### src/rtl/system_in_if.sv
// Host-to-input-stage job word stream: 32-bit words with a valid/ready handshake.
// The host drives data and valid; the input stage drives ready.
interface system_in_if;
  logic [31:0] data_in;
  logic        data_valid;
  logic        data_ready;

  modport master (output data_in, output data_valid, input data_ready);
  modport slave  (input data_in, input data_valid, output data_ready);
endinterface

### src/rtl/system_in.sv
// Input stage of the nonce-search datapath: collects a header+target job from the host,
// holds it for the hash core, pulses start, and waits for finish or timeout.
module system_in #(
  parameter int HDR_WORDS = 19,
  parameter int CNT_W     = 5,
  parameter int TIMEOUT   = 1048576,
  parameter int TMO_W     = 32
) (
  input  logic                    clk,
  input  logic                    reset,
  system_in_if.slave              host,
  input  logic                    abort,
  input  logic                    core_finished,
  output logic [HDR_WORDS*32-1:0] header_out,
  output logic [31:0]             target_out,
  output logic                    start,
  output logic                    busy,
  output logic                    job_done,
  output logic                    timeout_err,
  output logic [CNT_W-1:0]        word_count
);

  typedef enum logic [2:0] {IDLE, LOAD, START, RUN, DONE} state_t;

  localparam logic [TMO_W-1:0] TMO_LAST = (TIMEOUT == 0) ? '0 : TMO_W'(TIMEOUT - 1);
  localparam logic [CNT_W-1:0] LAST_HDR = CNT_W'(HDR_WORDS);

  state_t           state;
  logic             armed;
  logic [TMO_W-1:0] timer;
  logic             xfer;

  // NOTE: ready is a pure decode of the registered state, so it rises the moment reset asserts.
  assign host.data_ready = (state == IDLE) || (state == LOAD);
  assign xfer            = host.data_valid && host.data_ready;

  // NOTE: all state uses non-blocking assignments; start/job_done default low each cycle
  // so they are single-cycle registered pulses.
  always_ff @(posedge clk or negedge reset) begin
    if (!reset) begin
      state       <= IDLE;
      header_out  <= '0;
      target_out  <= '0;
      start       <= 1'b0;
      busy        <= 1'b0;
      job_done    <= 1'b0;
      timeout_err <= 1'b0;
      word_count  <= '0;
      armed       <= 1'b0;
      timer       <= '0;
    end else begin
      start    <= 1'b0;
      job_done <= 1'b0;
      if (abort) begin
        // Cancel wins over a same-edge transfer; loaded header words are kept.
        state      <= IDLE;
        word_count <= '0;
        armed      <= 1'b0;
        timer      <= '0;
        busy       <= 1'b0;
      end else begin
        case (state)
          IDLE: begin
            if (xfer) begin
              header_out[31:0] <= host.data_in;
              word_count       <= CNT_W'(1);
              timeout_err      <= 1'b0;
              state            <= LOAD;
            end
          end
          LOAD: begin
            if (xfer) begin
              if (word_count < LAST_HDR) begin
                header_out[32*int'(word_count) +: 32] <= host.data_in;
                word_count                            <= word_count + CNT_W'(1);
              end else begin
                target_out <= host.data_in;
                start      <= 1'b1;
                busy       <= 1'b1;
                state      <= START;
              end
            end
          end
          START: begin
            armed <= 1'b0;
            timer <= '0;
            state <= RUN;
          end
          RUN: begin
            timer <= timer + TMO_W'(1);
            // A low finished flag proves the core has seen this job; only then trust a high one.
            if (!core_finished) armed <= 1'b1;
            if (armed && core_finished) begin
              job_done   <= 1'b1;
              busy       <= 1'b0;
              word_count <= '0;
              state      <= DONE;
            end else if (TIMEOUT != 0 && timer == TMO_LAST) begin
              timeout_err <= 1'b1;
              job_done    <= 1'b1;
              busy        <= 1'b0;
              word_count  <= '0;
              state       <= DONE;
            end
          end
          DONE:    state <= IDLE;
          default: state <= IDLE;
        endcase
      end
    end
  end

endmodule

### src/flat_wrapper.sv
// flat-port wrapper written by rule: the top's interface ports become plain ports
module system_in_flat 
#(
  parameter int HDR_WORDS = 19,
  parameter int CNT_W     = 5,
  parameter int TIMEOUT   = 1048576,
  parameter int TMO_W     = 32
)
  (clk, reset, abort, core_finished, header_out, target_out, start, busy, job_done, timeout_err, word_count, host_data_in, host_data_valid, host_data_ready);
  system_in_if host_i ();
  input  logic clk;
  input  logic reset;
  input  logic abort;
  input  logic core_finished;
  output logic [HDR_WORDS*32-1:0] header_out;
  output logic [31:0] target_out;
  output logic start;
  output logic busy;
  output logic job_done;
  output logic timeout_err;
  output logic [CNT_W-1:0] word_count;
  input wire logic [$bits(host_i.data_in)-1:0] host_data_in;
  input wire logic [$bits(host_i.data_valid)-1:0] host_data_valid;
  output wire logic [$bits(host_i.data_ready)-1:0] host_data_ready;
  assign host_i.data_in = host_data_in;
  assign host_i.data_valid = host_data_valid;
  assign host_data_ready = host_i.data_ready;
  system_in #(.HDR_WORDS(HDR_WORDS), .CNT_W(CNT_W), .TIMEOUT(TIMEOUT), .TMO_W(TMO_W)) u_core (.clk(clk), .reset(reset), .host(host_i), .abort(abort), .core_finished(core_finished), .header_out(header_out), .target_out(target_out), .start(start), .busy(busy), .job_done(job_done), .timeout_err(timeout_err), .word_count(word_count));
endmodule
### config.mk
export PLATFORM = sky130hd
export DESIGN_NAME = system_in_flat
export DESIGN_NICKNAME = d
export VERILOG_FILES = /design/src/rtl/system_in_if.sv /design/src/rtl/system_in.sv /design/src/flat_wrapper.sv
export SDC_FILE = /design/constraint.sdc
export NUM_CORES = 1
export LEC_CHECK = 0
export ABC_AREA = 1
export BUFFER_PORTS_ARGS = -buffer_cell sky130_fd_sc_hd__clkbuf_2
export CORE_AREA = 5 5 262 264
export DETAILED_ROUTE_END_ITERATION = 8
export DIE_AREA = 0 0 267 269
export PLACE_DENSITY = 0.68
export SLEW_MARGIN = 20
export SYNTH_ARGS = -nofsm -noshare
export SYNTH_HDL_FRONTEND = slang
export SYNTH_SLANG_ARGS = --single-unit
### constraint.sdc
create_clock -name clk -period 4 [get_ports clk]
set_input_delay 0 -clock clk [delete_from_list [all_inputs] [get_ports clk]]
set_output_delay 0 -clock clk [all_outputs]
set_load 0.01 [all_outputs]
Word-level counts from Yosys, hierarchy flattened
Cells that the tools add are included.
{ "word_totals": {"regBits": 685, "in_bits": 37} }
{ "classes": {"reduce_logical": 17, "n_lt_le_gt_ge": 1, "bitwise_logic": 2, "add_sub_neg": 3, "n_shift": 2, "n_mux": 42, "n_eq_ne": 15} }
{ "op_table": {"columns": ["operator", "n"], "rows": [
  ["608-bit bitwise mux", 1],
  ["32-bit by 33-bit variable shift with 608-bit output, first input constant", 1],
  ["32-bit by 33-bit variable part select with 608-bit output", 1],
  ["32-bit two-way mux", 4],
  ["32-bit one-hot mux with 2 select lines", 2],
  ["10-bit negator with 33-bit output", 1],
  ["32-bit by 1-bit adder with 32-bit output, second input constant", 1],
  ["32-bit by 20-bit equality test with 1-bit output, second input constant", 1],
  ["5-bit two-way mux", 6],
  ["1-bit two-way mux", 18],
  ["3-bit two-way mux", 6],
  ["4-bit AND reduction", 4],
  ["5-bit one-hot mux with 3 select lines", 1],
  ["5-bit AND reduction", 3],
  ["3-bit one-hot mux with 4 select lines", 1],
  ["3-bit != test, second input constant", 3],
  ["3-bit by 2-bit equality test with 1-bit output, second input constant", 2],
  ["2-bit by 1-bit != test with 1-bit output, second input constant", 3],
  ["3-bit by 2-bit != test with 1-bit output, second input constant", 2],
  ["1-bit one-hot mux with 2 select lines", 3],
  ["3-bit nonzero test", 2],
  ["5-bit by 1-bit adder with 5-bit output, second input constant", 1],
  ["5-bit less-than comparator, second input constant", 1],
  ["2-bit != test, second input constant", 2],
  ["other kinds (9)", 12]
]} }

Longest topological paths before layout
{ "depth": {"word_depth": 6, "depth_mapped": 17, "depth_no_buf": 13} }

Worst setup path before layout
OpenSTA, ideal clock, no wires.
{ "synth_path": {"kind": "reg2reg", "start": "register u_core.word_count[0]", "end": "register u_core.header_out[0]", "path_slack_ns": 1.154, "required_ns": 3.867, "synth_period_minus_slack_ns": 2.846, "t_arrival_ns": 2.713, "path_stages_with_launch": 14, "setup_time_ns": 0.133, "path_buffers": 3, "path_cell_list": "dfrtp_1 inv_1 clkbuf_1 buf_1 ha_1 nand2_1 nor2_1 ha_1 inv_1 nand3_1 nor3_1 o21ai_1 clkbuf_1 o21ai_0"} }
{ "synth_between": {"elab_chain_cells": 6, "word_cells_on_any_way": 10, "cone_classes": "1 x add/sub; 1 x order compare; 1 x eq/ne; 2 x shift; 4 x mux; 1 x reduce/logical"} }
{ "synth_lines": {"columns": ["element", "line_no", "source"], "rows": [
  ["from (decl)", "system_in.sv:20", "output logic [CNT_W-1:0] word_count"],
  ["from (signal assigned)", "system_in.sv:75", "word_count <= word_count + CNT_W'(1);"],
  ["10-bit negator with 33-bit output", "system_in.sv:74", "header_out[32*int'(word_count) +: 32] <= host.data_in;"],
  ["32-bit by 33-bit variable part select with 608-bit output / 32-bit by 33-bit variable shift with 608-bit output (equally long branches)", "system_in.sv:74", null],
  ["608-bit bitwise mux", "system_in.sv:74", null],
  ["32-bit two-way mux", "system_in.sv:73", "if (word_count < LAST_HDR) begin"],
  ["32-bit two-way mux", "system_in.sv:72", "if (xfer) begin"],
  ["32-bit one-hot mux with 2 select lines", "system_in.sv:62", "case (state)"],
  ["to (signal assigned)", "system_in.sv:65", "header_out[31:0] <= host.data_in;"],
  ["to (signal, indexed assignment)", "system_in.sv:74", null],
  ["to (decl)", "system_in.sv:14", "output logic [HDR_WORDS*32-1:0] header_out,"]
]} }
Several ways; a longest one is shown, not always the timed one. The select of a mux whose other input is x is not followed.
A chain may end at the register's enable or synchronous reset.

Worst setup path in the final report
{ "layout_path": {"start": "register u_core.word_count[1]", "end": "register u_core.header_out[208]"} }
{ "layout_between": {"elab_chain_cells": 3, "word_cells_on_any_way": 6, "cone_classes": "1 x add/sub; 1 x order compare; 2 x shift; 1 x mux; 1 x reduce/logical"} }
{ "layout_lines": {"columns": ["element", "line_no"], "rows": [
  ["10-bit negator with 33-bit output", "system_in.sv:74"],
  ["32-bit by 33-bit variable part select with 608-bit output / 32-bit by 33-bit variable shift with 608-bit output (equally long branches)", "system_in.sv:74"],
  ["608-bit bitwise mux", "system_in.sv:74"]
]} }
Several ways; a longest one is shown, not always the timed one.

==> flow_metrics.py <==
metrics = {
    "flow_run": {
        "timing.max_cap.violations": 0,
    },
    "power_and_ir_drop": {
        "power_leakage_uw": 0.0190,
        "power.ir.vdd_worst_mv": 0.404,
        "power.density_cell_area_mw_per_mm2": 513,
    },
    "placed_design": {
        "placer_congestion": 0.898,
        "dp_worst_setup_slack_ns": 0.468,
        "port-buffer-count": 686,
        "detailed_place_hpwl_mm": 83.8,
        "placed_cells": 4968,
        "dpl-instance-area_mm2": 0.0337,
    },
    "sta": {
        "timing.slew.headroom": 0.273,
        "totalNegativeSetupSlack_ns": 0,
        "slew_violations": 0,
        "period_minus_slack_ns": 3.70,
        "fin_worst_skew_ns": 0.0266,
        "report.final.setup_viol": 0,
        "tightestPinTransition_ns": 1.09,
        "max_clock_freq_ghz": 0.271,
        "timing.final.ws_setup_ns": 0.303,
        "period_share": 0.924,
        "rsz0062_at_grt": "false",
        "timing.final.hold_violations": 0,
    },
    "critical_path": {
        "slowest_stage": "nand2_2",
        "worstSetupStartpointType": "flip-flop",
        "critical_path.n_buffers_inverters": 2,
        "critPathArrivalTime_ns": 4.19,
        "family_of_cells_with_the_greatest_summed_delay_on_the_critical_path": "simple AND/OR/NAND/NOR gates",
        "worstPathRequired_ns": 4.49,
        "timing.critical_path.mode_cell": "inv_1",
        "timing.critical_path.cells": "inv_1 > ha_2 > nand2_1 > nor2_1 > ha_1 > inv_1 > nor3_4 > nand2_2 > o21ai_0",
        "critPathMaxFanout": 62,
        "end_kind": "flip-flop",
        "worstSetupPathType": "reg -> reg",
        "cp_slowest_stage_delay_ns": 0.84,
    },
    "layout": {
        "design_area_mm2": 0.0365,
        "synthToLayoutAreaGrowth_pct": 23.8,
        "fin_nets": 4248,
        "commonest_cells_after_routing_fill_and_taps_aside": "1229 x nand2_1, 685 x clkbuf_2, 685 x dfrtp_1, 368 x o21ai_0, 303 x nor2_1",
        "final_standard_cell_count_with_taps_included_and_fillers_excluded": 5140,
        "final_common_cell": "nand2_1",
        "multi_input_area_mm2": 0.0107,
        "drive_gt1_frac": 0.213,
        "seq_area_mm2": 0.0171,
        "num-fill-cells": 6233,
    },
    "run_status": {
        "run_status": "complete, no violations",
    },
    "routing": {
        "vias": 27600,
        "finalWirelength_mm": 119,
        "drt-wirelength-per-cell_um": 23.2,
        "initialDrtViolationCount": 2666,
        "drc_errors": 0,
        "avgViaCountPerCell": 5.38,
        "antenna_violating_nets_post_route": 0,
        "drt_pre_antenna_iters": 6,
    },
    "clocking": {
        "tritoncts": "done",
        "htree_levels": 3,
        "clock-root-buffer": "clkbuf_16",
        "cts_setup_buffers": 0,
        "clock_sinks": 685,
        "number_of_buffers_created_by_cts": 73,
        "clock_latency_ns": 0.62,
        "cts.path.max_buffers": 3,
        "clk_pin_slew_ns": 0.06,
    },
    "logic_synthesis": {
        "synthesis.nets": 3611,
        "synth_seq_area_share": 0.582,
        "synthAdderAreaFrac": 0.00170,
        "async_reset_ff_frac": 1.00,
        "synth_compound_gate_area_share": 0.0804,
        "largest_family_of_logic_cells_by_synthesized_area": "simple AND/OR/NAND/NOR gates",
        "synth_edf_count": 0,
        "postSynthCellCount": 3570,
        "post_synth_and_or_nand_nor_area_fraction": 0.280,
        "ys.flop_type": "dfrtp_1",
        "yosys.area_share.xor_xnor": 0.000297,
        "synth.yosys.warnings": 0,
        "synth.area.top_cells": "dfrtp_1 58%, nand2_1 16%, o21ai_0 6.3%",
        "post_synth_mux_area_share": 0,
        "synthDominantAreaCellType": "dfrtp_1",
        "distinct_cell_type_count_after_synthesis": 39,
        "avgSynthCellArea_um2": 8.25,
        "yosysTopAreaCellShare": 0.582,
        "synth.cell_area_mm2": 0.0295,
        "synth_seq_cells": 685,
    },
    "floorplan": {
        "std_cell_rows": 95,
        "num_io_pins": 687,
        "floorplan.die_area_mm2": 0.0718,
        "vertical_die_dimension_um": 269,
        "core_area_mm2": 0.0663,
        "initial_utilization": 0.444,
        "die-width_um": 267,
    },
    "grt": {
        "grt_first_pass_wirelength_mm": 173,
        "grt_pass1_vias": 26500,
        "grt-ovfl-total": 0,
        "initial_antenna_violation_count": 3,
        "grt_start_max_net_pins": 104,
        "grtUsageTotal": 0.321,
    },
    "worst_hold_path": {
        "worstHoldPathType": "in -> async",
    },
}
==> sequential cells by signal, indices dropped and copies added (netlist names) <==
name,flops
u_core.busy,1
u_core.header_out,608
u_core.timer,32
u_core.job_done,1
u_core.target_out,32
u_core.armed,1
u_core.state,3
u_core.timeout_err,1
u_core.word_count,5
u_core.start,1
==> repair_timing <==
item | CTS | global route
endpoints found under the hold margin | 244 | 0
hold buffers | 37 | 0
resized for setup | 0 | 0
==> synthesized netlist by cell type, types with 2 or more instances <==
master    count
ha_1          4
nand2_2      10
nand3_1     284
nor3_1       99
and3_1        2
o21ai_0     368
nor2_4        7
buf_2        48
nor2_1      305
nor2_2       10
nand2_1    1236
o21ai_1      58
inv_2         7
nand3b_1     16
a21oi_1      28
buf_1        20
dfrtp_1     685
o22ai_1       4
clkbuf_1    145
buf_4         3
a22oi_1       2
nor3_2        2
inv_1       192
nand4_1      20
==> kinds of logic (layout without fill, tap and decap cells) <==
group,count (synthesis),count (layout)
compound gates,467,467
xor+xnor,1,1
fa+ha+maj,4,4
buf+inv,418,1109
flops,685,685
other cells,0,6
simple gates,1995,1995
==> per-layer routing <==
metal	track usage	vias up	routed length [um]
met2	0.511	1270	55600
met3	0.0912	249	11000
li1	-	12700	-
met5	0	-	16
met4	0.144	2	5810
met1	0.412	13400	46600
==> worst paths after layout <==
| check | startpoint | slack (ns) | cells past startpoint | to |
|---|---|---|---|---|
| min in group clk | host_data_in[2] | 0.21 | 4 | u_core.header_out[2] |
| worst max register to register | u_core.word_count[1] | 0.30 | 9 | u_core.header_out[208] |
| worst max-delay path | u_core.word_count[1] | 0.30 | 9 | u_core.header_out[208] |
| max in group asynchronous | reset | 2.84 | 3 | u_core.header_out[572] |
| worst min-delay path | reset | 0.02 | 2 | u_core.header_out[284] |
| worst min register to register | u_core.header_out[445] | 0.47 | 2 | u_core.header_out[445] |
==> through the flow <==
step | hold slack (ns) | power (uW) | util
after floorplan | -0.296 | 9890 | -
after global placement | 0.121 | 11900 | 0.507
after detailed placement | 0.120 | 11900 | 0.508
after CTS | 0.0464 | 18700 | 0.549
after global routing | 0.0927 | 19400 | 0.550
final | 0.0177 | 18700 | 0.550
==> final cells by class <==
class | instances | share of cell area
sequential | 685 | 0.470
multi-input combinational | 2467 | 0.295
timing repair buffer | 779 | 0.119
clock buffer | 107 | 0.0588
tap | 873 | 0.0300
inverter | 201 | 0.0208
clock inverter | 22 | 0.00683
antenna | 6 | 0.000412
==> power by group <==
group          total, uW  switching (uW)  internal [uW]
combinational       4620            3760            860
clock               6840            2900           3930
sequential          7260             137           7130
==> worst reg2reg max path, stage by stage (launching register included) <==
cell	delay (ns)
dfrtp_1	0.45
inv_1	0.07
ha_2	0.18
nand2_1	0.09
nor2_1	0.05
ha_1	0.44
inv_1	0.22
nor3_4	0.75
nand2_2	0.84
o21ai_0	0.51
Power figures use the tool's default switching activity.
